<file path="src/rtl/fft8_frame_loader.sv">
// fft8_frame_loader: gathers a serial stream of complex samples into 8-sample
// frames held in two ping-pong banks, and presents each completed frame in
// parallel to the FFT core under a valid/ready handshake.
//
// Ports
//   clk, reset         clock; asynchronous active-high reset
//   s_valid/s_ready    input sample handshake (s_ready combinational)
//   s_re, s_im         signed sample components
//   s_last             last sample of the frame
//   s_mode             0 = FFT, 1 = IFFT; captured on the first sample of a frame
//   m_valid/m_ready    frame handshake (m_valid combinational)
//   m_x                presented frame; [n][0] = real, [n][1] = imag
//   m_mode             mode captured with the presented frame
//   frame_err          registered one-cycle pulse on a mis-framed completion
//   frame_cnt          number of frames handed off, wrapping
module fft8_frame_loader #(
  parameter int unsigned DW = 16,
  parameter int unsigned N  = 8,
  parameter int unsigned CW = 16
) (
  input  logic                 clk,
  input  logic                 reset,
  input  logic                 s_valid,
  output logic                 s_ready,
  input  logic signed [DW-1:0] s_re,
  input  logic signed [DW-1:0] s_im,
  input  logic                 s_last,
  input  logic                 s_mode,
  output logic                 m_valid,
  input  logic                 m_ready,
  output logic signed [DW-1:0] m_x [0:N-1][0:1],
  output logic                 m_mode,
  output logic                 frame_err,
  output logic [CW-1:0]        frame_cnt
);

  localparam int unsigned PW = 3;

  logic signed [DW-1:0] bank     [0:1][0:N-1][0:1];
  logic signed [DW-1:0] bank_nxt [0:1][0:N-1][0:1];
  logic [1:0]           full, full_nxt;
  logic [1:0]           mode_b, mode_nxt;
  logic                 wr_bank, rd_bank;
  logic [PW-1:0]        wptr;

  logic s_accept, last_slot, complete, err, handoff;

  // Handshake decode
  assign s_ready   = !full[wr_bank];
  assign m_valid   = full[rd_bank];
  assign s_accept  = s_valid && s_ready;
  assign last_slot = (wptr == PW'(N - 1));
  assign complete  = s_accept && (s_last || last_slot);
  // Early last or missing last: exactly one of the two framing markers is set
  assign err       = s_accept && (s_last != last_slot);
  assign handoff   = m_valid && m_ready;

  // Presented frame always mirrors the read bank
  always_comb begin
    m_x    = bank[rd_bank];
    m_mode = mode_b[rd_bank];
  end

  // Next bank contents: write the accepted sample, zero the tail on early last
  always_comb begin
    bank_nxt = bank;
    mode_nxt = mode_b;
    if (s_accept) begin
      bank_nxt[wr_bank][wptr][0] = s_re;
      bank_nxt[wr_bank][wptr][1] = s_im;
      if (wptr == '0) mode_nxt[wr_bank] = s_mode;
      if (s_last) begin
        for (int unsigned i = 0; i < N; i++) begin
          if (PW'(i) > wptr) begin
            bank_nxt[wr_bank][PW'(i)][0] = '0;
            bank_nxt[wr_bank][PW'(i)][1] = '0;
          end
        end
      end
    end
  end

  // Completion and handoff never target the same bank, so both bits may update
  always_comb begin
    full_nxt = full;
    if (complete) full_nxt[wr_bank] = 1'b1;
    if (handoff)  full_nxt[rd_bank] = 1'b0;
  end

  // State registers
  always_ff @(posedge clk or posedge reset) begin
    if (reset) begin
      bank      <= '{default: '0};
      mode_b    <= '0;
      full      <= '0;
      wr_bank   <= 1'b0;
      rd_bank   <= 1'b0;
      wptr      <= '0;
      frame_err <= 1'b0;
      frame_cnt <= '0;
    end else begin
      bank      <= bank_nxt;
      mode_b    <= mode_nxt;
      full      <= full_nxt;
      frame_err <= err;
      if (complete) begin
        wr_bank <= ~wr_bank;
        wptr    <= '0;
      end else if (s_accept) begin
        wptr    <= wptr + PW'(1);
      end
      if (handoff) begin
        rd_bank   <= ~rd_bank;
        frame_cnt <= frame_cnt + CW'(1);
      end
    end
  end

endmodule

</file>
<file path="config.mk">
export PLATFORM = sky130hd
export DESIGN_NAME = fft8_frame_loader
export DESIGN_NICKNAME = d
export VERILOG_FILES = /design/src/rtl/fft8_frame_loader.sv
export SDC_FILE = /design/constraint.sdc
export NUM_CORES = 1
export LEC_CHECK = 0
export CAP_MARGIN = 10
export CORE_UTILIZATION = 56
export CTS_CLUSTER_DIAMETER = 60
export DETAILED_ROUTE_END_ITERATION = 8
export GPL_TIMING_DRIVEN = 0
export PLACE_DENSITY = 0.86
export REMOVE_ABC_BUFFERS = 1
export SLEW_MARGIN = 40
export SYNTH_ARGS = -nofsm -noshare
export SYNTH_HDL_FRONTEND = slang
export SYNTH_SLANG_ARGS = --single-unit
</file>
<file path="constraint.sdc">
create_clock -name clk -period 25.8 [get_ports clk]
set_clock_uncertainty 0.1 [all_clocks]
set_input_delay 6.45 -clock clk [delete_from_list [all_inputs] [get_ports clk]]
set_output_delay 6.45 -clock clk [all_outputs]
set_load 0.02 [all_outputs]
</file>
==> results.toml, run 1 <==
[outcome]
status = "completed"

[synth]
synth_area_leaders = "dfrtp_1 (55%), nand2_1 (13%), mux2_2 (12%)"
ys_types = 38
netlist.area_leader.share = 0.553
ys_warn_count = 0
netlist_area_um2 = 24400
avgSynthCellArea_um2 = 9.62
yosys_register_bits = 538
synthCells = 2533
synth_top_cell_by_area = "dfrtp_1"
ys_seq_area_frac = 0.553

[critical_path]
endpoint_kind = "primary output"
cp-start-kind = "flop"
reg2regPathDepth = 5
rr_startpoint = "wptr[2]"
critical_path.endpoint = "m_x[201]"
critical_path_arrival_ps = 3170
rr_endpoint = "bank[482]"
startpoint = "rd_bank"
required_ps = 19250
worstSetupPathType = "flop to primary output"
r2r_slack_ps = 22840
crit_fanout = 40

[route]
dr.pass1.iters = 7
wire_per_inst_um = 23.2
routed_wl_um = 77700
drc_errors = 0
drtAntennaViolNets = 0
drt_iter0_drc = 2428
vias_per_cell = 6.09
num_vias = 20400

[cells_and_area]
fillerInstances = 3061
syn_to_final_growth_pct = 23.4
drive_gt1_frac = 0.177
stdcell_count = 3350
fin_util = 0.700
nets = 2763

[place]
hpwl_um = 48100
io_buffers = 313
routabilityCongestion = 0.822
dp.cells = 3246

[run]
max_cap_violations = 0

[cts]
clk_latency_ps = 610
cts_setup_buffers = 0
ctsHoldBuffers = 0
cts_tree = "yes"
cts-buffers-inserted = 55
cts_root_buffer = "clkbuf_16"
cts_resized = 0
clkSlewWorstSetupHoldPaths_ps = 60
cts_buffer_depth = 3
h-tree-depth = 2
cts_num_sinks = 538

[timing]
rsz0062_at_grt = "no"
clock.fmax_ghz = 0.103
relSlewSlack = 0.425
tightest_slew_ps = 860
hold_viol_final = 0
slew_violations = 0
setup_viol = 0
finalCritPeriodShare = 0.377
fin_crit_ps = 9720

[global_route]
antenna_found_initial = 3
grt_max_degree = 89
grt_pass1_wl_um = 118000
overflow = 0
grt_pass1_vias = 20300
grt_util_all_layers = 0.348

[hold_path]
hold_path.class = "flop to flop"

[power]
p_per_area_nw_per_um2 = 107
p_leak_uw = 0.0132
vdd_drop_max_mv = 0.0695

[die]
dieArea_um2 = 44300
design.core.area_um2 = 43000
ios = 314
initial_core_util = 0.567
die_y_um = 211
row_count = 76
die_w_um = 211
==> state kept, by name, indices dropped and copies added, names as in the netlist <==
| register | flops |
|---|---|
| mode_b | 2 |
| bank | 512 |
| full | 2 |
| frame_err | 1 |
| frame_cnt | 16 |
| rd_bank | 1 |
| wptr | 3 |
| wr_bank | 1 |
==> layout by cell type (no fill, tap or decap), drive strengths merged, types with 6 or more instances in the layout <==
master | Yosys | layout
a21oi | 422 | 422
a22o | 95 | 95
buf | 94 | 89
clkbuf | 147 | 86
clkdlybuf4s50 | 0 | 281
clkinv | 0 | 11
dfrtp | 538 | 538
ha | 6 | 6
inv | 7 | 7
mux2 | 260 | 260
nand2 | 859 | 859
nand3 | 14 | 14
nor2 | 26 | 26
nor4 | 6 | 6
o21ai | 6 | 6
xnor2 | 11 | 11
==> how the worst min path moves through the flow <==
stage                  startpoint       endpoint  slack (ps)  cells past startpoint
floorplan               bank[239]      bank[239]         340                      2
global route        frame_cnt[15]  frame_cnt[15]         390                      1
CTS                 frame_cnt[15]  frame_cnt[15]         380                      1
detailed placement      bank[495]      bank[495]         370                      2
global placement        bank[239]      bank[239]         360                      2
finish              frame_cnt[15]  frame_cnt[15]         380                      1
==> logic make-up after synthesis <==
group                    Yosys count  share of synthesized area
AO/OA/AOI/OAI                    527                      0.123
XOR/XNOR                          15                    0.00539
adder cells (fa/ha/maj)            6                    0.00308
buffers and inverters            248                     0.0422
flip-flops                       538                      0.553
multiplexers                     262                      0.121
AND/OR/NAND/NOR                  937                      0.152
==> synthesized netlist by cell type, drive strengths merged <==
cell / number
nor2: 26
and3: 3
inv: 7
nand2b: 5
a31oi: 2
or2: 3
nand3: 14
mux2i: 2
nor3b: 1
and2: 1
nor2b: 4
o21a: 2
buf: 94
nand4bb: 2
and4bb: 2
or4b: 1
nand2: 859
a22o: 95
xor2: 4
nor3: 5
nor4: 6
dfrtp: 538
o21ai: 6
ha: 6
nand4: 3
mux2: 260
nor4b: 1
nand4b: 1
clkbuf: 147
a21oi: 422
xnor2: 11
==> layer usage <==
metal / routed length, um / GRT usage / up-vias
met3: 7640 / 0.0785 / 189
met5: 0 / 0 / -
li1: - / - / 8788
met2: 35700 / 0.529 / 1113
met1: 30900 / 0.476 / 10300
met4: 3490 / 0.168 / 0
==> report_power, final <==
| group | total [uW] | internal, uW | switching, uW |
|---|---|---|---|
| combinational | 1220 | 559 | 659 |
| clock | 811 | 477 | 334 |
| sequential | 1180 | 1050 | 132 |
==> per-stage QoR <==
step	setup WS [ps]	power [uW]	instance area, um2	hold WS (ps)	setup TNS, ps
CTS	16100	3200	30000	382	0
global route	16030	3330	30100	391	0
finish	16080	3210	30100	377	0
global placement	-705	2360	27200	356	-345000
floorplan	4210	1890	23400	344	0
detailed placement	16340	2390	28200	366	0
==> worst max-delay path: stages, from the launching register on <==
cell and delay (ps):
dfrtp_4 680, buf_12 280, buf_12 280, buf_12 260, mux2_2 400, clkdlybuf4s50_1 580
==> area by class of cell <==
type	count	area (um2)	area share
Timing Repair Buffer	370	3880	0.129
Antenna cell	2	5.00	0.000166
Multi-Input combinational cell	1747	10100	0.336
Clock buffer	86	1690	0.0561
Clock inverter	15	160	0.00533
Sequential cell	538	13500	0.448
Inverter	7	33.8	0.00112
Tap cell	585	732	0.0243
(Power assumes the default switching activity.)
==> inputs of run 2 (changes only) <==
Settings changed: CORE_UTILIZATION 56 to 50, PLACE_DENSITY 0.86 to 0.81.
Clock period 25.8 ns to 7.9 ns, I/O delays scaled along.
==> run 2 against run 1 <==
  * Clock-buffer cell count shrank 3
  * Hold slack lost 0.94 ps
  * Sequential share of layout area shrank 0.13 points
  * Combinational power grew to 3.2 times the previous value
  * Via count shrank 0.93%
  * Routed wire length grew 1.0%
  * Clock power grew to 3.4 times the previous value
  * Critical path type unchanged
  * Critical endpoint is now m_x[196]
==> results.toml, run 2 (same netlist as run 1, synthesis figures left out) <==
[outcome]
status = "completed"

[critical_path]
cp-start-kind = "flop"
critPathMostFrequentCell = "buf_12"
crit_chain = "buf_12, buf_12, buf_12, buf_12, mux2_2, clkdlybuf4s50_1"
critical_path_arrival_ps = 3390
r2r_slack_ps = 4980
worstSetupPathType = "flop to primary output"
slowest_delay_ps = 710
required_ps = 5830
crit_fanout = 39
crit_path_top_delay_cell = "dfrtp_4"
endpoint_kind = "primary output"

[global_route]
grt_pass1_vias = 19900
overflow = 0
grt_util_all_layers = 0.314
grt_pass1_wl_um = 119000
antenna_found_initial = 2
grt_max_degree = 81

[die]
initial_core_util = 0.508
die_w_um = 223
ios = 314
design.core.area_um2 = 47900
dieArea_um2 = 49600
row_count = 80
die_y_um = 223

[cts]
clkSlewWorstSetupHoldPaths_ps = 60
cts_buffer_depth = 3
clk_latency_ps = 610
cts_resized = 0
ctsHoldBuffers = 0
cts_tree = "yes"
h-tree-depth = 2
cts_root_buffer = "clkbuf_16"
cts_num_sinks = 538
cts-buffers-inserted = 56
cts_setup_buffers = 0

[timing]
fin_tns_setup_ps = 0
setup_ws_ps = 2440
rsz0062_at_grt = "no"
slew_violations = 0
hold_viol_final = 0
clock.fmax_ghz = 0.183
tightest_slew_ps = 841
fin_crit_ps = 5460
finalCritPeriodShare = 0.691
setup_viol = 0
holdWs_ps = 376
relSlewSlack = 0.423

[place]
hpwl_um = 48800
io_buffers = 313
routabilityCongestion = 0.818
post-place-ws_ps = 2960

[route]
vias_per_cell = 5.98
drc_errors = 0
drt_iter0_drc = 2479
drtAntennaViolNets = 0
wire_per_inst_um = 23.2
num_vias = 20200
dr.pass1.iters = 7
routed_wl_um = 78500

[cells_and_area]
nets = 2765
fillerInstances = 3664
regMostFlops = "bank"
drive_gt1_frac = 0.179
multi_input_area_um2 = 10100
seq_area_um2 = 13500
syn_to_final_growth_pct = 23.8
reg_top3 = "bank x512, frame_cnt x16, wptr x3"
final_common_cell = "nand2_1"
largest_reg_flops = 512
layout_common_cells = "nand2_1 (848), dfrtp_1 (536), a21oi_1 (420)"

[power]
p_per_area_nw_per_um2 = 350
p_leak_uw = 0.0132
vdd_drop_max_mv = 0.274

[run]
max_cap_violations = 0

[hold_path]
hold_path.class = "flop to flop"
==> run 2: cell count changes in the layout (fill, tap and decap cells not counted), sizes merged <==
cell / delta
clkinvlp: +1
bufinv: +1
clkbuf: -3
inv: +1
buf: +1
==> run 2: critical path, delay by kind of cell, from the launching register on <==
kind                   cells  cell delay [ps]
flip-flops                 1              710
multiplexers               1              360
buffers and inverters      5             1670
==> run 2: layer usage <==
layer  track usage  vias to the layer above  wire length, um
li1              -                     8803                -
met1         0.438                    10200            31900
met2         0.469                     1047            35800
met3        0.0668                      194             7300
met4         0.146                        2             3540
met5             0                        -               13
==> run 2: metrics by stage <==
stage,cell area [um2],power [uW],util,instances
6_report,30200,10500,0.629,3381
5_1_grt,30200,11000,0.629,3380
4_1_cts,30100,10500,0.629,3378
3_5_place_dp,28200,7810,0.589,3277
3_3_place_gp,27300,7590,0.569,3220
2_1_floorplan,23400,6180,-,2292
==> run 2: final timing paths <==
check	start	to	cells after the start
worst max register to register	wr_bank	bank[402]	7
worst min-delay path	frame_cnt[15]	frame_cnt[15]	1
max in group asynchronous	reset	bank[305]	5
min in group asynchronous	reset	bank[490]	2
worst max-delay path	rd_bank	m_x[196]	6
worst min register to register	frame_cnt[15]	frame_cnt[15]	1
==> run 2: layout make-up <==
type,instances,share of cell area
antenna,2,0.000166
clock buffer,83,0.0562
clock inverter,18,0.00672
inverter,7,0.00112
multi-input combinational,1747,0.335
sequential,538,0.447
tap,615,0.0255
timing repair buffer,371,0.129
==> run 2: where the power goes <==
part / internal, uW / switching, uW
logic: 1830 / 2140
registers: 3420 / 429
clock network: 1610 / 1120
total: 6860 / 3690
==> inputs of run 3 (changes only) <==
Clock period 7.9 ns to 5 ns, I/O delays scaled along.
==> results of run 3 <==
Same layout as run 2 (identical final DEF). Status: completed.
Main changes from that run: setup slack after placement 2960 ps -> 785 ps; setup slack after layout 2440 ps -> 262 ps; register-to-register setup slack 4980 ps -> 2080 ps; total power 10500 uW -> 16700 uW; worst IR drop on VDD 0.274 mV -> 0.434 mV
